[src/rtl/ram_pkg.sv]
// Shared types and constants for the two-requester RAM access arbiter.
// Word geometry, read/write encoding and controller state encoding.
package ram_pkg;

  localparam int ADDR_W = 2;
  localparam int DATA_W = 4;

  localparam logic RW_READ  = 1'b0;
  localparam logic RW_WRITE = 1'b1;

  typedef enum logic [1:0] {
    IDLE   = 2'd0,
    ACCESS = 2'd1,
    DONE   = 2'd2
  } state_t;

endpackage

[src/rtl/ram_access_arbiter_if.sv]
// Requester handshakes and RAM control bus shared by the arbiter and its environment.
// The slave modport is the arbiter's view; master is the requesters/RAM side.
interface ram_access_arbiter_if;

  logic                      req0_valid;
  logic                      req0_write;
  logic [ram_pkg::ADDR_W-1:0] req0_addr;
  logic [ram_pkg::DATA_W-1:0] req0_wdata;
  logic                      req0_ready;
  logic                      req0_done;
  logic [ram_pkg::DATA_W-1:0] req0_rdata;

  logic                      req1_valid;
  logic                      req1_write;
  logic [ram_pkg::ADDR_W-1:0] req1_addr;
  logic [ram_pkg::DATA_W-1:0] req1_wdata;
  logic                      req1_ready;
  logic                      req1_done;
  logic [ram_pkg::DATA_W-1:0] req1_rdata;

  logic                      mem_en;
  logic                      mem_rw;
  logic [ram_pkg::ADDR_W-1:0] mem_addr;
  logic [ram_pkg::DATA_W-1:0] mem_wdata;
  logic [ram_pkg::DATA_W-1:0] mem_rdata;

  modport slave (
    input  req0_valid, req0_write, req0_addr, req0_wdata,
    output req0_ready, req0_done, req0_rdata,
    input  req1_valid, req1_write, req1_addr, req1_wdata,
    output req1_ready, req1_done, req1_rdata,
    output mem_en, mem_rw, mem_addr, mem_wdata,
    input  mem_rdata
  );

  modport master (
    output req0_valid, req0_write, req0_addr, req0_wdata,
    input  req0_ready, req0_done, req0_rdata,
    output req1_valid, req1_write, req1_addr, req1_wdata,
    input  req1_ready, req1_done, req1_rdata,
    input  mem_en, mem_rw, mem_addr, mem_wdata,
    output mem_rdata
  );

endinterface

[src/rtl/rr_arbiter2.sv]
// Combinational two-way round-robin pick: a lone requester always wins,
// a tie goes to the requester named by prio.
module rr_arbiter2 (
  input  logic [1:0] valid,
  input  logic       prio,
  output logic [1:0] grant
);

  always_comb begin
    if (valid == 2'b11) grant = prio ? 2'b10 : 2'b01;
    else                grant = valid;
  end

endmodule

[src/rtl/ram_access_arbiter.sv]
// Shares one small RAM between two requesters: round-robin accept, one RAM
// access cycle, then a completion pulse carrying read data to the owner.
module ram_access_arbiter
  import ram_pkg::*;
(
  input  logic               clk,
  input  logic               rst_n,
  ram_access_arbiter_if.slave bus
);

  state_t              state, state_nxt;
  logic                prio;
  logic                own;
  logic                cap_rw;
  logic [ADDR_W-1:0]   cap_addr;
  logic [DATA_W-1:0]   cap_wdata;
  logic [DATA_W-1:0]   cap_rdata;
  logic [1:0]          valid;
  logic [1:0]          grant;
  logic                accept;

  assign valid = {bus.req1_valid, bus.req0_valid};

  rr_arbiter2 u_arb (
    .valid (valid),
    .prio  (prio),
    .grant (grant)
  );

  // NOTE: clocked state uses non-blocking assignments so every register sees pre-edge values.
  always_ff @(posedge clk or negedge rst_n) begin
    if (!rst_n) state <= IDLE;
    else        state <= state_nxt;
  end

  // NOTE: every signal driven here gets a default first, so no path can infer a latch.
  always_comb begin
    state_nxt      = state;
    accept         = 1'b0;
    bus.req0_ready = 1'b0;
    bus.req1_ready = 1'b0;
    bus.req0_done  = 1'b0;
    bus.req1_done  = 1'b0;
    bus.req0_rdata = '0;
    bus.req1_rdata = '0;
    bus.mem_en     = 1'b0;
    bus.mem_rw     = RW_READ;
    bus.mem_addr   = '0;
    bus.mem_wdata  = '0;
    unique case (state)
      IDLE: begin
        // ready is combinational from valid, so it is gated to stay low while reset is held
        if ((|valid) && rst_n) begin
          accept         = 1'b1;
          bus.req0_ready = grant[0];
          bus.req1_ready = grant[1];
          state_nxt      = ACCESS;
        end
      end
      ACCESS: begin
        bus.mem_en    = 1'b1;
        bus.mem_rw    = cap_rw;
        bus.mem_addr  = cap_addr;
        bus.mem_wdata = cap_wdata;
        state_nxt     = DONE;
      end
      DONE: begin
        bus.req0_done  = !own;
        bus.req1_done  = own;
        bus.req0_rdata = own ? '0 : cap_rdata;
        bus.req1_rdata = own ? cap_rdata : '0;
        state_nxt      = IDLE;
      end
      default: state_nxt = IDLE;
    endcase
  end

  always_ff @(posedge clk or negedge rst_n) begin
    if (!rst_n) begin
      prio      <= 1'b0;
      own       <= 1'b0;
      cap_rw    <= RW_READ;
      cap_addr  <= '0;
      cap_wdata <= '0;
      cap_rdata <= '0;
    end else begin
      if (accept) begin
        // pointer moves to whichever requester just lost (or was absent)
        prio      <= grant[0];
        own       <= grant[1];
        cap_rw    <= grant[1] ? bus.req1_write : bus.req0_write;
        cap_addr  <= grant[1] ? bus.req1_addr  : bus.req0_addr;
        cap_wdata <= grant[1] ? bus.req1_wdata : bus.req0_wdata;
      end
      if (state == ACCESS) begin
        cap_rdata <= (cap_rw == RW_READ) ? bus.mem_rdata : '0;
      end
    end
  end

endmodule

[src/flat_wrapper.sv]
// flat-port wrapper written by rule: the top's interface ports become plain ports
module ram_access_arbiter_flat import ram_pkg::*;
  (clk, rst_n, bus_req0_valid, bus_req0_write, bus_req0_addr, bus_req0_wdata, bus_req0_ready, bus_req0_done, bus_req0_rdata, bus_req1_valid, bus_req1_write, bus_req1_addr, bus_req1_wdata, bus_req1_ready, bus_req1_done, bus_req1_rdata, bus_mem_en, bus_mem_rw, bus_mem_addr, bus_mem_wdata, bus_mem_rdata);
  ram_access_arbiter_if bus_i ();
  input  logic clk;
  input  logic rst_n;
  input wire logic [$bits(bus_i.req0_valid)-1:0] bus_req0_valid;
  input wire logic [$bits(bus_i.req0_write)-1:0] bus_req0_write;
  input wire logic [$bits(bus_i.req0_addr)-1:0] bus_req0_addr;
  input wire logic [$bits(bus_i.req0_wdata)-1:0] bus_req0_wdata;
  output wire logic [$bits(bus_i.req0_ready)-1:0] bus_req0_ready;
  output wire logic [$bits(bus_i.req0_done)-1:0] bus_req0_done;
  output wire logic [$bits(bus_i.req0_rdata)-1:0] bus_req0_rdata;
  input wire logic [$bits(bus_i.req1_valid)-1:0] bus_req1_valid;
  input wire logic [$bits(bus_i.req1_write)-1:0] bus_req1_write;
  input wire logic [$bits(bus_i.req1_addr)-1:0] bus_req1_addr;
  input wire logic [$bits(bus_i.req1_wdata)-1:0] bus_req1_wdata;
  output wire logic [$bits(bus_i.req1_ready)-1:0] bus_req1_ready;
  output wire logic [$bits(bus_i.req1_done)-1:0] bus_req1_done;
  output wire logic [$bits(bus_i.req1_rdata)-1:0] bus_req1_rdata;
  output wire logic [$bits(bus_i.mem_en)-1:0] bus_mem_en;
  output wire logic [$bits(bus_i.mem_rw)-1:0] bus_mem_rw;
  output wire logic [$bits(bus_i.mem_addr)-1:0] bus_mem_addr;
  output wire logic [$bits(bus_i.mem_wdata)-1:0] bus_mem_wdata;
  input wire logic [$bits(bus_i.mem_rdata)-1:0] bus_mem_rdata;
  assign bus_i.req0_valid = bus_req0_valid;
  assign bus_i.req0_write = bus_req0_write;
  assign bus_i.req0_addr = bus_req0_addr;
  assign bus_i.req0_wdata = bus_req0_wdata;
  assign bus_req0_ready = bus_i.req0_ready;
  assign bus_req0_done = bus_i.req0_done;
  assign bus_req0_rdata = bus_i.req0_rdata;
  assign bus_i.req1_valid = bus_req1_valid;
  assign bus_i.req1_write = bus_req1_write;
  assign bus_i.req1_addr = bus_req1_addr;
  assign bus_i.req1_wdata = bus_req1_wdata;
  assign bus_req1_ready = bus_i.req1_ready;
  assign bus_req1_done = bus_i.req1_done;
  assign bus_req1_rdata = bus_i.req1_rdata;
  assign bus_mem_en = bus_i.mem_en;
  assign bus_mem_rw = bus_i.mem_rw;
  assign bus_mem_addr = bus_i.mem_addr;
  assign bus_mem_wdata = bus_i.mem_wdata;
  assign bus_i.mem_rdata = bus_mem_rdata;
  ram_access_arbiter u_core (.clk(clk), .rst_n(rst_n), .bus(bus_i));
endmodule
[config.mk]
export PLATFORM = sky130hd
export DESIGN_NAME = ram_access_arbiter_flat
export DESIGN_NICKNAME = d
export VERILOG_FILES = /design/src/rtl/ram_pkg.sv /design/src/rtl/ram_access_arbiter_if.sv /design/src/rtl/rr_arbiter2.sv /design/src/rtl/ram_access_arbiter.sv /design/src/flat_wrapper.sv
export SDC_FILE = /design/constraint.sdc
export NUM_CORES = 1
export LEC_CHECK = 0
export CELL_PAD_IN_SITES_DETAIL_PLACEMENT = 0
export CELL_PAD_IN_SITES_GLOBAL_PLACEMENT = 1
export CORE_MARGIN = 2
export CORE_UTILIZATION = 31
export DETAILED_ROUTE_END_ITERATION = 6
export HOLD_SLACK_MARGIN = 0.08
export PLACE_DENSITY = 0.86
export SYNTH_ARGS = -nofsm -noshare
export SYNTH_HDL_FRONTEND = slang
export SYNTH_HIERARCHICAL = 1
export SYNTH_SLANG_ARGS = --single-unit
export TNS_END_PERCENT = 5
[constraint.sdc]
create_clock -name clk -period 2.8 [get_ports clk]
set_input_delay 0.28 -clock clk [delete_from_list [all_inputs] [get_ports clk]]
set_output_delay 0.28 -clock clk [all_outputs]
set_load 0.1 [all_outputs]
==> summary.txt <==
Clocking
  • Clock buffer depth: 2
  • CTS tree: yes
  • Skew-Pair Late Insertion Delay: 280 ps
  • Sink Count: 15
  • H-tree levels: 1
  • Root buffer cell: clkbuf_4
  • CTS Buf Count: 3
  • CTS resizes: 0
  • CTS Hold Buffers Added: 0
  • Postcts setup bufs: 0
  • Clock transition at path regs: 90 ps

Worst setup path
  • WP data required: approximately 2500 ps
  • Worst Path Arrival: 1750 ps
  • Top cell family by delay on the critical path: buffers and inverters
  • Crit Path Max Fanout: 12
  • Worst setup EP type: primary output
  • Max stage delay on crit path: between 400 and 500 ps
  • CP Launch Type: flip-flop
  • CP Class: reg2out
  • Worst-path cell chain: nand2b_1, inv_1, and2_1, buf_4
  • Worst path bufs/invs: 2
  • CP max stage cell: dfrtp_1

Synth
  • Yosys top cell by area: dfrtp_1
  • Simple-gate share of the synthesized area: 0.267
  • Compound-Gate Fraction of Synth Area: 0.0182
  • Synth warn: 6
  • XOR/XNOR share of the synthesized area: 0
  • Largest family of logic cells by synthesized area: simple AND/OR/NAND/NOR gates
  • Sequential share of the synthesized area: 0.456
  • Post-synth cell types: 15
  • Mapped Cells: 73
  • Yosys top cell area share: 0.456
  • Synth area leaders: dfrtp_1, mux2_2, and2_1, nand2_1, nand3b_1
  • Adder-cell share of the synthesized area: 0
  • Cell Area, Synth: 823 um2
  • Mux contribution to synthesized area: 0.219
  • Syn_nets: between 90 and 100
  • Syn Area/Cell: around 11 um2
  • Number of synthesized register bits: 15

STA
  • Final hold violations: 0
  • Final Critical Period: between 2000 and 2500 ps
  • Setup Skew: 4.34 ps
  • Final setup vio count: 0
  • Max Slew Vio Count: 0
  • Worst-Margin Slew: 369 ps
  • Slew HR: 0.753
  • Worst Setup Slack, final: between 700 and 800 ps
  • Max Freq: between 400 and 500 MHz
  • RSZ-0062 raised after global routing: no
  • Final Cycle Share: 0.726
  • Final setup TNS: 0 ps

Global route
  • Grt total ovfl: 0
  • First-pass GRT wire length: 2970 um
  • GRT Util Overall: 0.120
  • Antenna violations before repair: 0
  • Pin count of the biggest net entering global routing: 16
  • Vias in the first global route: slightly below 700

Layout
  • Post-Layout Cell Count: around 150
  • Register area: around 380 um2
  • Final core utilization: 0.515
  • Multi-input gate area in the final layout: 427 um2
  • Number of inserted diodes: 0
  • Area growth syn-to-layout: 56.2%
  • Share of cells above drive strength 1: 0.407
  • # fillers: around 230
  • Commonest non-fill, non-tap cells in the layout: clkdlybuf4s50_1, buf_4, mux2_2
  • Post-layout net count: around 140

Place
  • PortBufs: slightly above 40
  • DP Cell Count: 144
  • GP Congestion: roughly 0.62
  • Pre-CTS WS: 859 ps
  • HPWL after detailed placement: ~1400 um

Route
  • DR vias/cell: 4.43
  • ANT nets after route: 0
  • DRC viols: 0
  • DRT iter0 DRCs: 1
  • Pre-antenna DRT Iters: 5
  • Via count: 656
  • WL final: around 1700 um
  • Wire per inst: 11.3 um

Floorplan
  • Initial Utilization: 0.329
  • Row cnt: 18
  • Core Area: around 2500 um2
  • I/O pin cnt: 42
  • Die height: ~56 um
  • Chip Width: 55.5 um
  • Die area: between 3000 and 4000 um2

Worst hold path
  • Worst Hold Class: in2async

Run
  • Max Cap Violations: 0

Pwr
  • Max VDD drop: between 300 and 400 uV
  • Tot Pwr: 808 uW
  • PD cells: roughly 630 nW/um2
  • LEAKAGE: between 0.6 and 0.7 nW

Run status
  • Status: finished, final reports clean
per-stage QoR:
step,hold slack (ps),cell area (um2)
after global placement,464,1260
after detailed placement,462,1260
after floorplan,-15.6,835
final,353,1290
after global routing,368,1290
after CTS,364,1290
synth_stat cells:
library cell	instances
mux2_2	16
and2_1	15
dfrtp_1	15
nand2_1	8
nand3b_1	4
inv_1	3
a21boi_1	2
and2_2	2
buf_2	2
and3b_2	1
buf_6	1
nand2b_1	1
nor2_1	1
nor3b_1	1
nor4b_4	1
flip-flops by register name, indices dropped and copies added, names as in the netlist:
name	cells
u_core/cap_rdata	4
u_core/cap_wdata	4
u_core/cap_addr	2
u_core/state	2
u_core/cap_rw	1
u_core/own	1
u_core/prio	1
path summary, 6_finish.rpt:
| kind | startpoint | to | slack (ps) | depth (start not counted) |
|---|---|---|---|---|
| min in group clk | u_core/cap_rdata[3] | u_core/cap_rdata[3] | 480 | 2 |
| max | u_core/state[1] | bus_mem_wdata[0] | 770 | 4 |
| min reg2reg | u_core/cap_rdata[3] | u_core/cap_rdata[3] | 480 | 2 |
| min | rst_n | u_core/own | 350 | 2 |
| max reg2reg | u_core/state[0] | u_core/cap_wdata[1] | 1220 | 3 |
| max in group asynchronous | rst_n | u_core/cap_wdata[1] | 2270 | 2 |
layer usage:
| metal | track usage | wire [um] |
|---|---|---|
| met5 | 0 | 0 |
| met4 | 0.0418 | 0 |
| met3 | 0.0375 | 136 |
| met2 | 0.206 | 875 |
| met1 | 0.141 | 666 |
power breakdown:
group          total, mW  switching (mW)  internal (mW)  leakage (nW)
Combinational      0.369           0.230          0.138         0.408
Clock              0.123          0.0703         0.0529        0.0177
Sequential         0.316          0.0400          0.276         0.184
Total              0.808           0.341          0.468         0.610
kinds of logic after synthesis:
logic type             count (synthesis)
and+or+nand+nor                       34
muxes                                 16
DFF                                   15
buffers and inverters                  6
AOI/OAI and AO/OA                      2
layout make-up:
type,instances,area share
multi-input cells,52,0.332
repair buffers,44,0.317
flip-flops and latches,15,0.292
well taps,30,0.0292
clock buffers,3,0.0175
inverters,3,0.00875
clock inverters,1,0.00389
(Power assumes the default switching activity.)
